### config.mk
export PLATFORM = sky130hd
export DESIGN_NAME = exp_arbiter
export DESIGN_NICKNAME = d
export VERILOG_FILES = /design/src/rtl/exp_arbiter.sv
export SDC_FILE = /design/constraint.sdc
export NUM_CORES = 1
export LEC_CHECK = 0
export ABC_AREA = 1
export CORE_ASPECT_RATIO = 0.5
export CORE_UTILIZATION = 41
export CTS_BUF_LIST = sky130_fd_sc_hd__clkbuf_8
export CTS_CLUSTER_DIAMETER = 80
export DETAILED_ROUTE_END_ITERATION = 16
export PLACE_DENSITY_LB_ADDON = 0.15
export SLEW_MARGIN = 20
export SYNTH_ARGS = -nofsm -noshare
export SYNTH_HDL_FRONTEND = slang
export SYNTH_SLANG_ARGS = --single-unit
### constraint.sdc
create_clock -name clk -period 1.68 [get_ports clk]
set_input_delay 0.252 -clock clk [delete_from_list [all_inputs] [get_ports clk]]
set_output_delay 0.252 -clock clk [all_outputs]
set_load 0.1 [all_outputs]
### src/rtl/exp_arbiter.sv
// exp_arbiter: round-robin arbiter that shares one exponential unit among
// four requesters, with a BUSY timeout that completes with an error response.
//
// state | meaning
// IDLE  | waiting for a request; grants the round-robin winner
// START | one-cycle start pulse to the exponential unit
// BUSY  | waiting for exp_done or the timeout
// RESP  | response held until the consumer accepts it
module exp_arbiter #(
  parameter int unsigned TIMEOUT = 255
) (
  input  logic        clk,
  input  logic        rst,
  input  logic [3:0]  req,
  input  logic [63:0] req_x,
  output logic [3:0]  gnt,
  output logic        exp_start,
  output logic [15:0] exp_x,
  input  logic        exp_done,
  input  logic [1:0]  exp_intpart,
  input  logic [15:0] exp_fracpart,
  output logic        resp_valid,
  input  logic        resp_ready,
  output logic [1:0]  resp_id,
  output logic [17:0] resp_data,
  output logic        resp_err,
  output logic        busy
);

  typedef enum logic [1:0] {S_IDLE, S_START, S_BUSY, S_RESP} state_t;

  localparam logic [7:0] TIMEOUT_TC = 8'(TIMEOUT);

  state_t      state_q, state_d;
  logic [15:0] exp_x_q, exp_x_d;
  logic [1:0]  cur_id_q, cur_id_d;
  logic [1:0]  last_id_q, last_id_d;
  logic [7:0]  cnt_q, cnt_d;
  logic [17:0] resp_data_q, resp_data_d;
  logic        resp_err_q, resp_err_d;

  logic        win_found;
  logic [1:0]  win_id;
  logic [1:0]  idx;
  logic [7:0]  cnt_inc;
  logic        timeout_hit;

  // Round-robin search starting just after the last served requester.
  always_comb begin
    win_found = 1'b0;
    win_id    = 2'd0;
    idx       = 2'd0;
    for (int k = 0; k < 4; k++) begin
      idx = last_id_q + 2'(k + 1);
      if (!win_found && req[idx]) begin
        win_found = 1'b1;
        win_id    = idx;
      end
    end
  end

  // Timeout fires on the BUSY cycle where the incremented count reaches TIMEOUT.
  always_comb begin
    cnt_inc     = cnt_q + 8'd1;
    timeout_hit = (cnt_inc == TIMEOUT_TC);
  end

  // State and datapath registers, synchronous active-low reset.
  always_ff @(posedge clk) begin
    if (!rst) begin
      state_q     <= S_IDLE;
      exp_x_q     <= 16'd0;
      cur_id_q    <= 2'd0;
      last_id_q   <= 2'd3;
      cnt_q       <= 8'd0;
      resp_data_q <= 18'd0;
      resp_err_q  <= 1'b0;
    end else begin
      state_q     <= state_d;
      exp_x_q     <= exp_x_d;
      cur_id_q    <= cur_id_d;
      last_id_q   <= last_id_d;
      cnt_q       <= cnt_d;
      resp_data_q <= resp_data_d;
      resp_err_q  <= resp_err_d;
    end
  end

  // Next-state logic; done has priority over timeout in BUSY.
  always_comb begin
    state_d = state_q;
    case (state_q)
      S_IDLE:  if (win_found) state_d = S_START;
      S_START: state_d = S_BUSY;
      S_BUSY:  if (exp_done || timeout_hit) state_d = S_RESP;
      S_RESP:  if (resp_ready) state_d = S_IDLE;
      default: state_d = S_IDLE;
    endcase
  end

  // Datapath next values: operand/owner capture, timeout count, result capture.
  always_comb begin
    exp_x_d     = exp_x_q;
    cur_id_d    = cur_id_q;
    last_id_d   = last_id_q;
    cnt_d       = cnt_q;
    resp_data_d = resp_data_q;
    resp_err_d  = resp_err_q;
    case (state_q)
      S_IDLE: begin
        if (win_found) begin
          cur_id_d = win_id;
          exp_x_d  = req_x[{win_id, 4'b0000} +: 16];
        end
      end
      S_START: cnt_d = 8'd0;
      S_BUSY: begin
        if (exp_done) begin
          resp_data_d = {exp_intpart, exp_fracpart};
          resp_err_d  = 1'b0;
        end else if (timeout_hit) begin
          resp_data_d = 18'd0;
          resp_err_d  = 1'b1;
        end else begin
          cnt_d = cnt_inc;
        end
      end
      S_RESP: if (resp_ready) last_id_d = cur_id_q;
      default: ;
    endcase
  end

  // Outputs decoded from the current state.
  always_comb begin
    gnt        = 4'b0000;
    exp_start  = 1'b0;
    resp_valid = 1'b0;
    busy       = (state_q != S_IDLE);
    case (state_q)
      S_IDLE:  if (win_found) gnt = 4'b0001 << win_id;
      S_START: exp_start = 1'b1;
      S_RESP:  resp_valid = 1'b1;
      default: ;
    endcase
  end

  assign exp_x     = exp_x_q;
  assign resp_id   = cur_id_q;
  assign resp_data = resp_data_q;
  assign resp_err  = resp_err_q;

endmodule
* Yosys cells after proc, flatten, opt, wreduce, memory -nomap -nowiden
Cells that the tools add are included.
Widths: inputs -> output; s select.
** Storage, ports and cells
- Bits in registers :: 49
- Input bits :: 90
** Operators by class
- Add/subtract/negate cells :: 4
- Order comparisons :: 4
- Eq/ne operators :: 9
- Shifts and indexed selects :: 2
- Multiplexer cells :: 31
- Reductions and logical operators :: 16
** Operators by type and width (count)
- $shiftx 64x7->16 :: 1
- $mux 18 :: 2
- $mux 8 :: 2
- $pmux 8 s2 :: 1
- $mux 2 :: 7
- $lt 2x3->1 const B :: 4
- $mux 1 :: 12
- $ne 2x2->1 const B :: 5
- $add 8x1->8 const B :: 1
- $bmux 1 s2 :: 4
- $eq 8x8->1 const B :: 1
- $mux 4 :: 2
- $pmux 2 s4 :: 1
- $reduce_and 2->1 :: 3
- $reduce_and 3->1 :: 2
- $reduce_bool 2->1 :: 3
- $add 2x2->2 const B :: 2
- $eq 2x2->1 const B :: 2
- $shl 1x2->4 const A :: 1
- $logic_and 1x1->1 :: 3
- $logic_not 1->1 :: 3
- $add 2x1->2 const B :: 1
- $eq 2x1->1 const B :: 1
- $logic_not 2->1 :: 1
- $logic_or 1x1->1 :: 1

* Depth between registers and ports, before layout
- Word-level depth :: 16
- Gate-level depth with buffers :: 16
- Depth with buffers taken out :: 14

* Worst setup path before layout
Ideal clock, no wire load.
- Kind :: register to output
- Start point :: register last_id_q[0]
- End point :: output gnt[1]
- Arrival time :: 3337 ps
- Required time :: 1428 ps
- Setup slack :: -1909 ps
- Cell stages (with the launch flop) :: 13
- Path through :: dfxtp_1 -> inv_2 -> buf_6 -> nand2_1 -> nand2_1 -> nand2_2 -> nand2_2 -> inv_1 -> nand2_1 -> nand2_1 -> nand3_2 -> buf_4 -> nor3_1
** On the way
- Cells in the longest elaborated chain, start to end :: 16
** Ends and longest elaborated chain
- start: declaration :: RTL line 37 : logic [1:0] last_id_q, last_id_d;
- start signal: assignment :: RTL line 82 : last_id_q <= last_id_d;
- $add 2x1->2 :: RTL line 54 : idx = last_id_q + 2'(k + 1);
- $bmux 1 s2 :: RTL line 55 : if (!win_found && req[idx]) begin
- $mux 1 (implied by the code) :: RTL line 55
- $mux 1 :: RTL line 55
- $logic_not 1->1 :: RTL line 55
- $logic_and 1x1->1 :: RTL line 55
- $mux 1 :: RTL line 55
- $logic_not 1->1 :: RTL line 55
- $logic_and 1x1->1 :: RTL line 55
- $mux 1 :: RTL line 55
- $logic_not 1->1 :: RTL line 55
- $logic_and 1x1->1 :: RTL line 55
- $mux 2 :: RTL line 55
- $shl 1x2->4 :: RTL line 140 : S_IDLE: if (win_found) gnt = 4'b0001 << win_id;
- $mux 4 * :: RTL line 140
- $mux 4 * :: RTL line 139 : case (state_q)
- end: declaration :: RTL line 16 : output logic [3:0] gnt,
Mark *: on every way between the ends. The rest lies on a longest branch, timed or not. The select of a mux whose other input is x is not followed.

* Worst setup path in the final report
Same ends and word-level chain as after synthesis.

==> flow_summary.yaml <==
cts:
  cts_hold_buf: 0
  max-clock-path-buffers: 2
  cts.sinks: 49
  worst_skew_pair.late_latency_ns: 0.32
  htreeDepth: 2
  clk_pin_slew_worst_paths_ns: 0.11
  root_buffer: "clkbuf_8"
  cts_made_buffers: 5
  cts_tree: "built"
floorplan:
  die_w_um: 129
  core_area_mm2: 0.00757
  rows: 22
  start_util_pct: 43.8
  dieArea_mm2: 0.00847
  io_pins: 134
  die_h_um: 65.6
pwr:
  power_frac_clock_pct: 8.3
  combPwrFrac_pct: 74.8
  p_seq_share_pct: 16.9
  p_leak_nw: 3.03
  cellPowerDensity_mw_per_mm2: 1630
  internal_power_mw: 5.05
  switching_power_mw: 5.90
  total_power_mw: 10.9
  switching_share_pct: 53.9
  ir_drop_v: 0.00160
timing:
  slew_violations: 0
  finClkSkew_ns: 0.00882
  final.min_clock_period_ns: 2.32
  fmax_mhz: 431
  max_slew_margin_pct: 71.5
  setup_viol: 52
  timing.final.ws_setup_ns: -0.641
  hold_violations: 0
  worst_pin_slew_ns: 0.427
  fin_crit_sh_pct: 138
  rsz0062_at_grt: "true"
drt:
  drt_iter0_drc: 302
  via_per_inst: 5.25
  routed_wl_um: 13400
  drtPass1Iterations: 6
  drc: 0
  wl_per_cell_um: 16.3
  ant_nets: 0
  vias: 4325
critical_path:
  critPathMaxStageDelay_ns: 0.40
  crit_path_top_delay_cell: "dfxtp_4"
  cpMostUsedCell: "nand2_2"
  crit_fanout: 8
  crit_type: "flop to output port"
  cp_data_required_time_ns: 1.43
  endpoint_kind: "output port"
  critPathArrivalTime_ns: 2.07
  cp_cell_sequence: "buf_6 -> nand2_2 -> nand2_2 -> nand2_2 -> nand2_4 -> nor2_8 -> nand2_4 -> nor2_4 -> a21oi_4 -> nor3_4 -> buf_12"
  cp-start-kind: "flop"
place:
  place_inst: 788
  portBuffers: 133
  dp_hpwl_um: 6760
  place_ws_ns: -0.484
  gp_congestion: 0.862
global_route:
  met1_usage_pct: 29.1
  grt_overflow: 0
  antenna_found_initial: 0
  first_global_vias: 3531
  gr-max-usage-layer: "met2"
  grt_use_total_pct: 24.2
  grtUsageMet2_pct: 42.3
  grt_pass1_wl_um: 16100
  grt_start_max_net_pins: 45
  met3_usage_pct: 6.60
logic_synthesis:
  ys_types: 31
  synth_area_mm2: 0.00331
  ys_warn_count: 0
  ys_ff_latch: 49
  syn_inst: 540
  synthArstFlopShare_pct: 0
  avgSynthCellArea_um2: 6.14
  ys_seq_area_share_pct: 29.6
  synth_ff_type: "dfxtp_1"
  synth_edf_count: 0
  synth_nets: 636
cells_and_area:
  syn2layout_area_growth_pct: 103
  diodes: 0
  final_layout_size_suffix_gt1_share_pct: 39.9
  final_cell_mix: "104 x nand2_1, 96 x inv_1, 89 x clkdlybuf4s50_1, 53 x nand3_2, 51 x buf_12"
  instances_no_fill: 824
  multi_input_area_mm2: 0.00263
  fillers: 354
  final_nets: 811
  ff_latch_area_mm2: 0.00101
  layout_commonest_cell: "nand2_1"
run_status:
  status: "complete, but fails checks"
  violations: "negative setup slack"
run:
  cap_violations: 0
worst_hold_path:
  hold_class: "input pin to flop"
Yosys cell counts (all sizes together), types with 2 or more instances:
cell type  instances  area (µm²)
nand4              8        56.3
nor3               5        30.0
o211ai             2        15.0
inv              105         394
nor2              47         205
nand3            104         573
ha                 6        75.1
nand2            151         604
clkinv             2        7.51
or2                2        12.5
clkbuf             7        26.3
o21ai              4        23.8
a21oi             30         161
buf               16         131
dfxtp             49         981
final cells by class:
cell class | count | area share, %
inverter | 107 | 6.20
clock inverter | 3 | 0.689
sequential | 49 | 15.0
multi-input combinational | 365 | 39.1
tap | 108 | 2.01
clock buffer | 5 | 1.02
timing repair buffer | 187 | 36.0
state kept, by name (all words and copies together) (netlist names):
name,flops
last_id_q,2
resp_data,18
state_q,2
resp_id,2
resp_err,1
exp_x,16
cnt_q,8
critical path, delay by kind of cell, from the launching register on:
kind | cells | cell delay (ns)
flops | 1 | 0.40
compound gates | 1 | 0.07
buf+inv | 2 | 0.34
simple gates | 8 | 0.94
stage by stage:
step           instance area [µm²]  util, %  setup TNS [ns]  hold slack (ns)
4_1_cts                       5840     77.1           -6.55            0.474
3_5_place_dp                  5430     71.7          -10.79            0.490
2_1_floorplan                 3410        -           -1.94            0.351
6_report                      6720     88.8          -12.39            0.485
5_1_grt                       6720     88.8          -18.85            0.486
3_3_place_gp                  5430     71.7           -8.86            0.486
power by group through the flow:
stage,clock network [mW],logic [mW],registers [mW]
final,0.907,8.19,1.85
after global routing,0.964,8.52,1.87
after CTS,0.901,7.11,1.81
after detailed placement,0,6.61,1.83
after global placement,0,6.56,1.82
after floorplan,0,2.47,3.60
timing repair:
| item | in CTS | in global routing |
|---|---|---|
| setup buffers | 9 | 12 |
| cloned | 4 | 6 |
| pin swaps | 31 | 72 |
| gates resized for setup | 35 | 167 |
| hold endpoints to repair | 0 | 0 |
| setup endpoints to repair | 51 | 52 |
path summary, 6_finish.rpt:
path	startpoint	endpoint	slack (ns)	cells after the start
worst max-delay path	last_id_q[0]$_SDFFE_PN1P_	gnt[1]	-0.64	11
worst max register to register	last_id_q[0]$_SDFFE_PN1P_	exp_x[9]$_SDFFE_PN0P_	-0.42	15
worst min register to register	resp_data[16]$_SDFFE_PN0P_	resp_data[16]$_SDFFE_PN0P_	0.51	2
worst min-delay path	exp_intpart[0]	resp_data[16]$_SDFFE_PN0P_	0.49	3
kinds of logic after synthesis:
kind of cell             after synthesis  share of synthesized area [%]
AO/OA/AOI/OAI                         36                           6.04
adder cells (fa/ha/maj)                6                           2.27
flip-flops                            49                           29.6
XOR/XNOR                               1                          0.264
buffers and inverters                130                           16.9
AND/OR/NAND/NOR                      318                           44.9
per-layer routing:
metal | up-vias | part of all wire [%]
li1 | 2042 | -
met1 | 2052 | 38
met2 | 190 | 53
met3 | 41 | 6.4
met4 | 0 | 2.6
met5 | - | 0
Note: power is estimated with default switching activity, not from simulation.
